==> src/rtl/vita49_pkt_framer.sv <==
// vita49_pkt_framer
//   Wraps a 32-bit I/Q AXI-Stream into VRT IF-Data-with-Stream-ID packets.
//   Each packet has five prologue words followed by len payload words:
//   header, stream ID, TSI, TSF[63:32], TSF[31:0], then the samples.
//   The timestamp is the tsi/tsf value present on the edge where the first
//   sample of the packet is first presented (s_tvalid=1 while idle).
//
// Ports
//   samp_clk, ARESET        sample clock, async active-high reset
//   enable                  start new packets while high
//   stream_id, payload_len  latched at packet start
//   tsi, tsf                timestamp counters (samp_clk domain)
//   s_tdata/s_tvalid/s_tready           sample input stream
//   m_tdata/m_tvalid/m_tready/m_tlast   packet output stream
//   busy                    high whenever a packet is in progress
//   pkt_done                one-cycle pulse after the last word transfers
module vita49_pkt_framer #(
  parameter int unsigned HDR_WORDS   = 5,
  parameter int unsigned MAX_PAYLOAD = 65530
) (
  input  logic        samp_clk,
  input  logic        ARESET,
  input  logic        enable,
  input  logic [31:0] stream_id,
  input  logic [15:0] payload_len,
  input  logic [31:0] tsi,
  input  logic [63:0] tsf,
  input  logic [31:0] s_tdata,
  input  logic        s_tvalid,
  output logic        s_tready,
  output logic [31:0] m_tdata,
  output logic        m_tvalid,
  input  logic        m_tready,
  output logic        m_tlast,
  output logic        busy,
  output logic        pkt_done
);

  typedef enum logic [2:0] {
    StIdle,
    StHdr,
    StSid,
    StTsi,
    StTsfHi,
    StTsfLo,
    StPayload
  } state_e;

  state_e      state_q;
  logic [3:0]  pkt_count_q;
  logic [31:0] sid_q;
  logic [31:0] tsi_q;
  logic [63:0] tsf_q;
  logic [15:0] len_q;
  logic [15:0] cnt_q;
  logic [31:0] word_q;       // registered prologue word
  logic        word_valid_q; // registered prologue valid
  logic        pkt_done_q;

  logic [15:0] len_clamped;
  logic [15:0] pkt_size;
  logic [31:0] hdr_word;
  logic        is_payload;
  logic        last_word;

  // Zero-length requests become one word; oversize requests are clamped so the
  // 16-bit packet size field (prologue + payload) cannot overflow.
  always_comb begin
    len_clamped = payload_len;
    if (payload_len == 16'd0) begin
      len_clamped = 16'd1;
    end else if (payload_len > 16'(MAX_PAYLOAD)) begin
      len_clamped = 16'(MAX_PAYLOAD);
    end
  end

  assign pkt_size = 16'(HDR_WORDS) + len_clamped;

  // Type 1 (IF data with stream ID), no class ID, no trailer,
  // TSI = UTC, TSF = sample count.
  assign hdr_word = {4'b0001, 1'b0, 1'b0, 2'b00, 2'b01, 2'b01, pkt_count_q, pkt_size};

  assign is_payload = (state_q == StPayload);
  assign last_word  = (cnt_q == len_q - 16'd1);

  always_ff @(posedge samp_clk or posedge ARESET) begin
    if (ARESET) begin
      state_q      <= StIdle;
      pkt_count_q  <= 4'd0;
      sid_q        <= 32'd0;
      tsi_q        <= 32'd0;
      tsf_q        <= 64'd0;
      len_q        <= 16'd0;
      cnt_q        <= 16'd0;
      word_q       <= 32'd0;
      word_valid_q <= 1'b0;
      pkt_done_q   <= 1'b0;
    end else begin
      pkt_done_q <= 1'b0;
      unique case (state_q)
        StIdle: begin
          // The presented sample is not consumed here; it becomes payload word 0.
          if (enable && s_tvalid) begin
            sid_q        <= stream_id;
            tsi_q        <= tsi;
            tsf_q        <= tsf;
            len_q        <= len_clamped;
            cnt_q        <= 16'd0;
            word_q       <= hdr_word;
            word_valid_q <= 1'b1;
            state_q      <= StHdr;
          end
        end
        StHdr: begin
          if (m_tready) begin
            word_q  <= sid_q;
            state_q <= StSid;
          end
        end
        StSid: begin
          if (m_tready) begin
            word_q  <= tsi_q;
            state_q <= StTsi;
          end
        end
        StTsi: begin
          if (m_tready) begin
            word_q  <= tsf_q[63:32];
            state_q <= StTsfHi;
          end
        end
        StTsfHi: begin
          if (m_tready) begin
            word_q  <= tsf_q[31:0];
            state_q <= StTsfLo;
          end
        end
        StTsfLo: begin
          if (m_tready) begin
            word_q       <= 32'd0;
            word_valid_q <= 1'b0;
            state_q      <= StPayload;
          end
        end
        StPayload: begin
          if (s_tvalid && m_tready) begin
            if (last_word) begin
              cnt_q       <= 16'd0;
              pkt_count_q <= pkt_count_q + 4'd1;
              pkt_done_q  <= 1'b1;
              state_q     <= StIdle;
            end else begin
              cnt_q <= cnt_q + 16'd1;
            end
          end
        end
        default: state_q <= StIdle;
      endcase
    end
  end

  // Payload is a combinational pass-through; everything else comes from registers.
  always_comb begin
    m_tdata  = word_q;
    m_tvalid = word_valid_q;
    m_tlast  = 1'b0;
    s_tready = 1'b0;
    if (is_payload) begin
      m_tdata  = s_tdata;
      m_tvalid = s_tvalid;
      m_tlast  = last_word;
      s_tready = m_tready;
    end
  end

  assign busy     = (state_q != StIdle);
  assign pkt_done = pkt_done_q;

endmodule

==> config.mk <==
export PLATFORM = sky130hd
export DESIGN_NAME = vita49_pkt_framer
export DESIGN_NICKNAME = d
export VERILOG_FILES = /design/src/rtl/vita49_pkt_framer.sv
export SDC_FILE = /design/constraint.sdc
export NUM_CORES = 1
export LEC_CHECK = 0
export ABC_AREA = 1
export CORE_ASPECT_RATIO = 1.4
export CORE_UTILIZATION = 45
export CTS_BUF_LIST = sky130_fd_sc_hd__clkbuf_2
export CTS_CLUSTER_SIZE = 40
export DETAILED_ROUTE_END_ITERATION = 10
export GPL_TIMING_DRIVEN = 0
export PLACE_DENSITY_LB_ADDON = 0.05
export SLEW_MARGIN = 30
export SYNTH_ARGS = -nofsm -noshare
export SYNTH_HDL_FRONTEND = slang
export SYNTH_SLANG_ARGS = --single-unit
==> constraint.sdc <==
create_clock -name samp_clk -period 18.9 [get_ports samp_clk]
set_clock_uncertainty 0.05 [all_clocks]
set_input_delay 3.78 -clock samp_clk [delete_from_list [all_inputs] [get_ports samp_clk]]
set_output_delay 3.78 -clock samp_clk [all_outputs]
set_load 0.02 [all_outputs]
==> run metrics <==
# Post-CTS Setup Buffers=0; count of final setup violators=0; Net Switching=around 0.87 mW; Max transition margin=between 40% and 50%; Final Hold Fails=0; drt total wl=between 30000 and 40000 um; Tcrit/Tclk final=around 48%; DPL Wire Length=about 28000 um; Routed WL per cell=18.1 um; nets=around 1800; maximum vdd drop=approximately 0.056 mV; share of cells above drive strength 1=about a tenth; vias in the first global route=slightly above 10000; sequential cell area=around 5000 um2; CTS resizes=0; DR vias=around 10000; CP most frequent cell=clkdlybuf4s50_1; Flop pwr share=a little under two fifths; syn_nets=1559; Clock power frac=15.3%; Initial Utilization=a little under half; CTS clk-pin slew, worst paths=90 ps; Final Max Slew Viols=0; RSZ-0062 raised after global routing=false; Worst Hold Class=reg -> reg; number of flops mapped to enable cells by yosys=0; CTS tree=yes; register area share after synthesis=about half; clock sink total=between 200 and 250; Max-Cap Viols=0; largest net degree at the start of global routing=between 80 and 90; die area=about 24000 um2; top_reg_cell synth=dfrtp_1; H-Tree Depth=2; Rows=65; Ys Warns=0; P&R area growth vs syn=29.3%; Final GP Congestion=0.931; post-synthesis instance area=10400 um2; met2 wire len=between 15000 and 20000 um; Cell Chain, Critical Path=clkdlybuf4s50_1 -> inv_1 -> nor2_1 -> clkdlybuf4s50_1; IO Pins=218; first-pass GRT wire length=approximately 55000 um; width of the die=131 um; clk buf depth=3; Critical Path Slowest Stage Cell=clkdlybuf4s50_1; via-per-instance ratio=just over 5; antenna violations before repair=2; GR Util All Layers=a little under a third; root buf cell=clkbuf_2; Skew-Pair Late Insertion Delay=about 840 ps; Setup Slack @ Placement=around 10000 ps; PwrDens=~140 nW/um2; status=finished clean; number of fill cells=around 2300; ANT nets after route=0; CTS Buf Count=49; CP Class=in -> out; area of the multi-input gates=between 4000 and 5000 um2; Synth Register Bits=about 200; switching part of the total=a little under half; Leak=~6.5 nW; Mean Syn Cell Area=around 7.6 um2; fmax=approximately 110 MHz; TNS Setup=0 ps; Post-synth ARST share=between 90% and 100%; Min Clock Period, post-route=a little over 9000 ps; Post-Syn Instances=about 1400; final worst setup slack=roughly 9800 ps; GRT overflow=0; M1 WL=about 14000 um; CP Launch Type=primary input; Port Buffers=about 220; worst stage delay on the critical path=630 ps; slew at the pin with the worst max-slew slack=around 810 ps; Crit Path Max Fanout=4; Chip Height=182 um; DR top layer=met4; nature of the critical path endpoint=output port; Netlist cell types=42; WP data required=15070 ps; Crit path arrival time=~5200 ps; core area=22700 um2; DRC=0; DRT iter0 DRCs=704; P_int=1.05 mW; met3 wire length=approximately 1900 um; overall power=roughly 1.9 mW; combinational share of power=between 40% and 50%; cts-stage hold buffer count=0; Pre-antenna DRT Iters=6
[flip-flops by register name (all words and copies together), names as in the netlist]
register,cells
len_q,16
pkt_count_q,4
sid_q,32
state_q,3
cnt_q,16
word_valid_q,1
pkt_done,1
tsf_q,64
tsi_q,32
word_q,32
[Yosys cell counts (6+ instances only)]
master    count  area (um2)
nand2_1     541        2030
dfrtp_1     201        5030
inv_1       130         488
o21ai_0     107         536
nor2_1       64         240
nand3_1      47         235
clkbuf_1     34         128
a21oi_1      27         135
buf_2        23         115
nand4_1      23         144
o22ai_1      23         144
xor2_1       23         201
inv_2        11        41.3
nor2_2       11        68.8
a21oi_2      10        87.6
a221oi_1     10        87.6
nand2_2       8        50.1
xnor2_1       8        70.1
o21ai_1       7        35.0
nor2_4        6        67.6
[cell type report]
cell class / count / area share [%]
Sequential cell: 201 / 37.3
Inverter: 142 / 4.00
Tap cell: 301 / 2.79
Antenna cell: 2 / 0.0371
Timing Repair Buffer: 219 / 16.5
Multi-Input combinational cell: 968 / 33.9
Clock buffer: 71 / 2.63
Clock inverter: 14 / 0.649
Buffer: 63 / 2.22
[path summary, 6_finish.rpt]
check,start,endpoint,slack (ps),depth (start not counted)
setup / recovery,m_tready,s_tready,9850,4
hold / removal,tsf_q[12],tsf_q[12],430,2
setup reg to reg,state_q[1],word_q[23],16420,11
hold reg to reg,tsf_q[12],tsf_q[12],430,2
max in group asynchronous,ARESET,tsf_q[59],14360,4
min in group asynchronous,ARESET,len_q[10],3310,2
[power by group through the flow]
stage / Sequential (mW) / Combinational (mW) / Clock [mW]
5_1_grt: 0.731 / 1.02 / 0.322
6_report: 0.717 / 0.916 / 0.294
3_5_place_dp: 0.723 / 0.911 / 0
4_1_cts: 0.714 / 0.916 / 0.300
2_1_floorplan: 0.689 / 0.583 / 0
3_3_place_gp: 0.720 / 0.898 / 0
[per-layer routing]
| layer | global-route usage, % | up-vias |
|---|---|---|
| met3 | 4.13 | 103 |
| met1 | 35.5 | 4788 |
| met5 | 0 | - |
| li1 | - | 4955 |
| met2 | 55.7 | 417 |
| met4 | 17.4 | 0 |
[placed cells by master (no fill, tap or decap), types with 10 or more instances in the layout]
cell type,n
buf_2,23
o21ai_0,107
clkinv_1,12
dfrtp_1,201
a21oi_2,10
xor2_1,23
a21oi_1,27
inv_1,129
inv_2,11
clkdlybuf4s50_1,217
nand4_1,23
nor2_2,11
clkbuf_2,71
a221oi_1,10
nor2_1,64
nand3_1,47
nand2_1,541
o22ai_1,23
clkbuf_1,34
[through the flow]
step | std cells | util (%) | hold slack, ps | area, um2
global placement | 1892 | 57.2 | 403 | 13000
detailed placement | 1894 | 57.5 | 408 | 13100
finish | 1981 | 59.5 | 431 | 13500
global route | 1981 | 59.5 | 451 | 13500
CTS | 1979 | 59.5 | 432 | 13500
floorplan | 1374 | - | 392 | 10400
[worst max-delay path, delay by kind of cell]
kind	cells	cell delay, ps
buffers and inverters	3	1340
and+or+nand+nor	1	100
[logic make-up after synthesis]
logic type / count (synthesis) / share of synthesized area (%)
AOI/OAI and AO/OA: 212 / 11.9
and+or+nand+nor: 721 / 28.8
xor gates and xnor gates: 31 / 2.60
DFF: 201 / 48.2
buffers and inverters: 205 / 7.97
adders and majority gates: 4 / 0.479
Power figures use the tool's default switching activity.
